File: config.mk
export PLATFORM = sky130hd
export DESIGN_NAME = text_pixel_pipeline_flat
export DESIGN_NICKNAME = d
export VERILOG_FILES = /design/src/rtl/text_pkg.sv /design/src/rtl/text_pixel_pipeline_if.sv /design/src/rtl/text_pixel_pipeline_cursor_blink.sv /design/src/rtl/text_pixel_pipeline.sv /design/src/flat_wrapper.sv
export SDC_FILE = /design/constraint.sdc
export NUM_CORES = 1
export LEC_CHECK = 0
export CAP_MARGIN = 30
export CORE_ASPECT_RATIO = 1.4
export CORE_MARGIN = 2
export CORE_UTILIZATION = 37
export CTS_CLUSTER_SIZE = 25
export DETAILED_ROUTE_END_ITERATION = 12
export PLACE_DENSITY = 0.79
export SKIP_LAST_GASP = 1
export SLEW_MARGIN = 20
export SYNTH_ARGS = -nofsm -noshare
export SYNTH_HDL_FRONTEND = slang
export SYNTH_SLANG_ARGS = --single-unit
File: constraint.sdc
create_clock -name clk -period 3.15 [get_ports clk]
set_input_delay 0.63 -clock clk [delete_from_list [all_inputs] [get_ports clk]]
set_output_delay 0.63 -clock clk [all_outputs]
set_load 0.02 [all_outputs]
File: src/rtl/text_pkg.sv
// Shared constants and types for the text-mode pixel pipeline.
package text_pkg;
    localparam int CHAR_W   = 8;
    localparam int CHAR_H   = 16;
    localparam int PIPE_LAT = 4;
    localparam int DEF_COLS = 80;
    localparam int DEF_ROWS = 30;

    typedef logic [23:0] rgb888_t;
endpackage

File: src/rtl/text_pixel_pipeline_if.sv
// Memory-side bus of the text pipeline: character RAM address/data and font ROM drive/data.
// No handshake: both memories are free-running with exactly one cycle of read latency,
// data returned on the cycle after the address/code is presented.
interface text_pixel_pipeline_if;
    logic [11:0] char_addr;
    logic [7:0]  char_data;
    logic [7:0]  font_char;
    logic [3:0]  font_scanline;
    logic [7:0]  font_row;

    modport master (
        output char_addr, font_char, font_scanline,
        input  char_data, font_row
    );

    modport slave (
        input  char_addr, font_char, font_scanline,
        output char_data, font_row
    );
endinterface

File: src/rtl/text_pixel_pipeline_cursor_blink.sv
// Cursor blink generator: counts vsync rising edges modulo BLINK_FRAMES; on for the first half.
// Only instantiated when TEXT_CURSOR_EN is defined.
module cursor_blink #(
    parameter int BLINK_FRAMES = 32
) (
    input  logic clk,
    input  logic rst_n,
    input  logic vsync_i,
    output logic blink_on_o
);
    localparam int CW = (BLINK_FRAMES > 2) ? $clog2(BLINK_FRAMES) : 1;
    localparam logic [CW-1:0] LAST = CW'(BLINK_FRAMES - 1);
    localparam logic [CW-1:0] HALF = CW'(BLINK_FRAMES / 2);

    logic [CW-1:0] cnt_q, cnt_d;
    logic          vs_prev_q;

    always_comb begin
        cnt_d = cnt_q;
        if (vsync_i && !vs_prev_q) begin
            cnt_d = (cnt_q == LAST) ? '0 : cnt_q + CW'(1);
        end
    end

    always_ff @(posedge clk) begin
        if (!rst_n) begin
            cnt_q     <= '0;
            vs_prev_q <= 1'b0;
        end else begin
            cnt_q     <= cnt_d;
            vs_prev_q <= vsync_i;
        end
    end

    assign blink_on_o = (cnt_q < HALF);
endmodule

File: src/rtl/text_pixel_pipeline.sv
// Text-mode renderer: raster position -> char RAM -> font ROM -> RGB888, fixed 4-cycle latency.
// Optional blinking cursor inversion is enabled by defining TEXT_CURSOR_EN.
module text_pixel_pipeline
    import text_pkg::*;
#(
    parameter int COLS         = DEF_COLS,
    parameter int ROWS         = DEF_ROWS,
    parameter int BLINK_FRAMES = 32
) (
    input  logic                         clk,
    input  logic                         rst_n,
    input  logic [9:0]                   h_count,
    input  logic [9:0]                   v_count,
    input  logic                         video_active,
    input  logic                         hsync_in,
    input  logic                         vsync_in,
    text_pixel_pipeline_if.master        mem,
    input  rgb888_t                      fg_color,
    input  rgb888_t                      bg_color,
    input  logic [6:0]                   cursor_col,
    input  logic [4:0]                   cursor_row,
    input  logic                         cursor_en,
    output rgb888_t                      pixel_rgb,
    output logic                         de_out,
    output logic                         hsync_out,
    output logic                         vsync_out
);
    localparam logic [7:0] COLS_L = 8'(COLS);
    localparam logic [5:0] ROWS_L = 6'(ROWS);

    logic [6:0]  col;
    logic [2:0]  xbit;
    logic [4:0]  row;
    logic [3:0]  scan;
    logic        in_range;
    logic        hit_d;
    logic [11:0] addr_d;

    logic [11:0]         char_addr_q;
    logic [3:0]          scan0_q, scan1_q;
    logic [2:0]          xbit0_q, xbit1_q, xbit2_q;
    logic [2:0]          inr_q;
    logic [2:0]          hit_q;
    logic                run_q;
    logic [PIPE_LAT-1:0] de_sr_q, hs_sr_q, vs_sr_q;
    rgb888_t             pixel_q, pixel_d;
    logic                pix;

    assign col      = h_count[9:3];
    assign xbit     = h_count[2:0];
    assign row      = v_count[8:4];
    assign scan     = v_count[3:0];
    assign in_range = ({1'b0, col} < COLS_L) && ({1'b0, row} < ROWS_L);

    // row*80 + col as row*64 + row*16 + col; the address holds outside the visible text area.
    assign addr_d = (video_active && in_range)
                  ? ({1'b0, row, 6'b0} + {3'b0, row, 4'b0} + {5'b0, col})
                  : char_addr_q;

    logic unused_vmsb;
    assign unused_vmsb = v_count[9];

`ifdef TEXT_CURSOR_EN
    logic blink_on;

    cursor_blink #(
        .BLINK_FRAMES(BLINK_FRAMES)
    ) u_cursor_blink (
        .clk        (clk),
        .rst_n      (rst_n),
        .vsync_i    (vsync_in),
        .blink_on_o (blink_on)
    );

    assign hit_d = cursor_en && blink_on && (col == cursor_col) && (row == cursor_row)
                && (scan[3:1] == 3'b111);
`else
    logic unused_cursor;
    assign unused_cursor = ^{cursor_col, cursor_row, cursor_en, 32'(BLINK_FRAMES)};
    assign hit_d = 1'b0;
`endif

    always_comb begin
        pix     = mem.font_row[3'd7 - xbit2_q];
        pixel_d = bg_color;
        if (!de_sr_q[PIPE_LAT-2]) begin
            pixel_d = '0;
        end else if (inr_q[2] && (pix ^ hit_q[2])) begin
            pixel_d = fg_color;
        end
    end

    always_ff @(posedge clk) begin
        if (!rst_n) begin
            char_addr_q <= '0;
            scan0_q     <= '0;
            scan1_q     <= '0;
            xbit0_q     <= '0;
            xbit1_q     <= '0;
            xbit2_q     <= '0;
            inr_q       <= '0;
            hit_q       <= '0;
            run_q       <= 1'b0;
            de_sr_q     <= '0;
            hs_sr_q     <= '0;
            vs_sr_q     <= '0;
            pixel_q     <= '0;
        end else begin
            char_addr_q <= addr_d;
            scan0_q     <= scan;
            scan1_q     <= scan0_q;
            xbit0_q     <= xbit;
            xbit1_q     <= xbit0_q;
            xbit2_q     <= xbit1_q;
            inr_q       <= {inr_q[1:0], in_range};
            hit_q       <= {hit_q[1:0], hit_d};
            run_q       <= 1'b1;
            de_sr_q     <= {de_sr_q[PIPE_LAT-2:0], video_active};
            hs_sr_q     <= {hs_sr_q[PIPE_LAT-2:0], hsync_in};
            vs_sr_q     <= {vs_sr_q[PIPE_LAT-2:0], vsync_in};
            pixel_q     <= pixel_d;
        end
    end

    // run_q masks whatever the RAM returns while the pipeline is held in reset.
    assign mem.char_addr     = char_addr_q;
    assign mem.font_char     = run_q ? mem.char_data : 8'h00;
    assign mem.font_scanline = scan1_q;

    assign pixel_rgb = pixel_q;
    assign de_out    = de_sr_q[PIPE_LAT-1];
    assign hsync_out = hs_sr_q[PIPE_LAT-1];
    assign vsync_out = vs_sr_q[PIPE_LAT-1];
endmodule

File: src/flat_wrapper.sv
// flat-port wrapper written by rule: the top's interface ports become plain ports
module text_pixel_pipeline_flat import text_pkg::*;
#(
    parameter int COLS         = DEF_COLS,
    parameter int ROWS         = DEF_ROWS,
    parameter int BLINK_FRAMES = 32
)
  (clk, rst_n, h_count, v_count, video_active, hsync_in, vsync_in, fg_color, bg_color, cursor_col, cursor_row, cursor_en, pixel_rgb, de_out, hsync_out, vsync_out, mem_char_addr, mem_font_char, mem_font_scanline, mem_char_data, mem_font_row);
  text_pixel_pipeline_if mem_i ();
  input  logic clk;
  input  logic rst_n;
  input  logic [9:0] h_count;
  input  logic [9:0] v_count;
  input  logic video_active;
  input  logic hsync_in;
  input  logic vsync_in;
  input  rgb888_t fg_color;
  input  rgb888_t bg_color;
  input  logic [6:0] cursor_col;
  input  logic [4:0] cursor_row;
  input  logic cursor_en;
  output rgb888_t pixel_rgb;
  output logic de_out;
  output logic hsync_out;
  output logic vsync_out;
  output wire logic [$bits(mem_i.char_addr)-1:0] mem_char_addr;
  output wire logic [$bits(mem_i.font_char)-1:0] mem_font_char;
  output wire logic [$bits(mem_i.font_scanline)-1:0] mem_font_scanline;
  input wire logic [$bits(mem_i.char_data)-1:0] mem_char_data;
  input wire logic [$bits(mem_i.font_row)-1:0] mem_font_row;
  assign mem_char_addr = mem_i.char_addr;
  assign mem_font_char = mem_i.font_char;
  assign mem_font_scanline = mem_i.font_scanline;
  assign mem_i.char_data = mem_char_data;
  assign mem_i.font_row = mem_font_row;
  text_pixel_pipeline #(.COLS(COLS), .ROWS(ROWS), .BLINK_FRAMES(BLINK_FRAMES)) u_core (.clk(clk), .rst_n(rst_n), .h_count(h_count), .v_count(v_count), .video_active(video_active), .hsync_in(hsync_in), .vsync_in(vsync_in), .mem(mem_i), .fg_color(fg_color), .bg_color(bg_color), .cursor_col(cursor_col), .cursor_row(cursor_row), .cursor_en(cursor_en), .pixel_rgb(pixel_rgb), .de_out(de_out), .hsync_out(hsync_out), .vsync_out(vsync_out));
endmodule
==> out/results.txt <==
XOR/XNOR Fraction of Synth Area = 0.0101
CTS root buf = clkbuf_8
largest family of logic cells by synthesized area = simple AND/OR/NAND/NOR gates
TritonCTS Sinks = 69
Tightest Hold Check Type = flop to flop
n_diodes = 0
Rows = 36
critical path class = input pin to flop
DR vias = 2149
Main synth FF type = dfxtp_1
largest net degree at the start of global routing = 34
share of cells above drive strength 1 = 0.0541
Overflow after GRT = 0
RSZ-0062 raised after global routing = no
TNS Setup = 0 ns
Routed WL = 6040 microns
Die W = 74.9 microns
Avg Synthesized Cell Area = 10.7 sq um
Slew @ Worst Pin = 0.563 ns
Worst setup EP type = flop
Synth Area in Simple Gates = 0.185
cell mode on critical path = inv_1
cell count after synthesis = 243
Area Growth Syn to Fin = 63.4%
Pleak = 1.84 nW
initial antenna violation count = 0
net count after synthesis = 356
CTS max path bufs = 2
Pre-antenna DRT Iters = 4
first-pass GRT wire length = 9030 microns
Yosys top cell area share = 0.531
Initial DRC Count = 36
htree depth = 3
Finished Cell Area = 0.00425 sq mm
worst path cell trace = clkdlybuf4s50_1 > inv_1 > fa_1 > inv_1 > ha_1 > a211oi_1 > o21bai_1 > a21oi_1 > mux2i_1 > a31o_2
Final Hold Viols = 0
Cell variety after synth = 31
CP max stage delay = 0.59 ns
largest fanout on the critical path = 2
Worst Setup Start Kind = input pin
#FFs+latches synth = 69
CTS tree = done
period utilisation layout = 0.871
status = completed
skew final = 0.0105 ns
WL/cell = 12.5 microns
fin worst setup slack = 0.406 ns
Max Slew Vio Count = 0
Post-synth EDFFs = 0
slew margin rel. = 0.623
commonest cells in the netlist = dfxtp_1 (69), and2_1 (39), mux2i_1 (25)
worst path required time = 3.37 ns
Adder-Cell Fraction of Synth Area = 0.0587
fraction of synthesized area in multiplexers = 0.122
FILL cells = 632
Setup Buffers After CTS = 0
Die ar. = 0.00773 sq mm
area of the multi-input gates = 0.00112 sq mm
effective utilization at floorplan = 0.377
Clk pin slew, worst setup/hold paths = 0.08 ns
Placed Cells = 467
final cell count without fillers = 483
Netlist Area Pre-Place = 0.00260 sq mm
vias per cell = 4.45
clock latency at the later pin of the worst-skew pair = 0.33 ns
drt drc = 0
YS warnings = 0
Synth area leader = dfxtp_1
VDD IR-drop max = 0.000401 V
CP Data Arrival Time = 2.96 ns
Final #Nets = 496
GRT Total Usage = 0.154
# hold bufs at CTS = 0
Max Cap Viol = 0
io pins = 153
worst slack at placement = 0.0639 ns
final setup fails = 0
compound-cell area share of the yosys netlist = 0.0534
TritonCTS buffer count = 9
ys async rst share = 0
post-cts sizing count = 0
crit path time final = 2.74 ns
number of global-route vias before repair = 1979
Pwr Density = 459 mW/mm^2
dpl hpwl = 4630 microns
f_max = 0.364 GHz
post-synthesis sequential area ratio = 0.531
Core ar. = 0.00689 sq mm
gpl congestion = 0.789
Reg area = 0.00138 sq mm
Routed Antenna Nets = 0
R2R Setup Slk = 1.25 ns
slowest stage cell, crit path = fa_1
die height = 103 microns
most common cell in the netlist = dfxtp_1
# port buffers = 138
Synth area leaders = dfxtp_1 (53%), mux2i_1 (9.6%), and2_1 (9.4%)
Post-DP Area = 0.00404 sq mm
cell families after synthesis:
family | Yosys count
flops | 69
mux | 28
xor+xnor | 3
compound gates | 21
simple gates | 92
buf+inv | 19
fa+ha+maj | 11
final timing paths:
check | startpoint | endpoint | cells past startpoint
setup reg to reg | u_core.xbit2_q[0]$_SDFF_PN0_ | u_core.pixel_rgb[9]$_SDFF_PN0_ | 5
hold / removal | u_core.xbit0_q[2]$_SDFF_PN0_ | u_core.xbit1_q[2]$_SDFF_PN0_ | 1
hold reg to reg | u_core.xbit0_q[2]$_SDFF_PN0_ | u_core.xbit1_q[2]$_SDFF_PN0_ | 1
setup / recovery | h_count[9] | u_core.mem.char_addr[10]$_SDFFE_PN0P_ | 10
power by group:
| part | leakage (nW) | total (W) | switching (W) | internal [W] |
|---|---|---|---|---|
| clock | 0.0991 | 0.000726 | 0.000334 | 0.000392 |
| combinational | 1.18 | 0.000312 | 0.000120 | 0.000192 |
| sequential | 0.564 | 0.000915 | 0.0000114 | 0.000903 |
| total | 1.84 | 0.00195 | 0.000466 | 0.00149 |
flip-flops by register name, summed over array words and instances (netlist names), 4 cells and up:
signal and flops:
u_core.vs_sr_q 4, u_core.de_sr_q 4, u_core.scan0_q 4, u_core.mem.char_addr 12, u_core.pixel_rgb 24, u_core.mem.font_scanline 4, u_core.hs_sr_q 4
per-layer routing:
| metal | up-vias | share of wire | GRT usage |
|---|---|---|---|
| met5 | - | 0 | 0 |
| met4 | 0 | 0.0068 | 0.0453 |
| met3 | 4 | 0.094 | 0.0591 |
| met2 | 98 | 0.50 | 0.269 |
| met1 | 973 | 0.40 | 0.172 |
| li1 | 1074 | - | - |
worst max-delay path, delay by kind of cell:
family | cells | cell delay, ns
AO/OA/AOI/OAI | 4 | 0.74
multiplexers | 1 | 0.09
buffers and inverters | 3 | 0.61
adder cells (fa/ha/maj) | 2 | 0.89
layout make-up:
class | instances | area share
well taps | 95 | 0.0280
flip-flops and latches | 69 | 0.325
inverters | 8 | 0.00706
clock inverters | 6 | 0.0168
multi-input cells | 155 | 0.263
repair buffers | 140 | 0.328
clock buffers | 10 | 0.0324
placed cells by master (no fill, tap or decap), types with 2 or more instances in the layout:
master           netlist  layout
o21ai_1                4       4
and2_1                39      39
buf_4                  0       2
mux2i_1               25      25
fa_1                   2       2
ha_1                   9       9
and3_1                 2       2
clkinv_4               0       2
o21ai_0                2       2
a21boi_1               7       7
clkbuf_8               0      10
a21oi_1                3       3
xnor2_1                2       2
nand3_1                4       4
clkdlybuf4s50_1        0     138
nor2_1                24      24
mux4_1                 2       2
inv_1                  8       8
nand2_1               18      18
clkinvlp_4             0       2
dfxtp_1               69      69
metrics by stage:
stage                util  hold WS (ns)  total power (W)
floorplan               -         0.412          0.00108
global placement    0.587         0.414          0.00124
detailed placement  0.587         0.419          0.00125
CTS                 0.617         0.433          0.00198
global route        0.617         0.447          0.00205
finish              0.617         0.428          0.00195
Power figures use the tool's default switching activity.
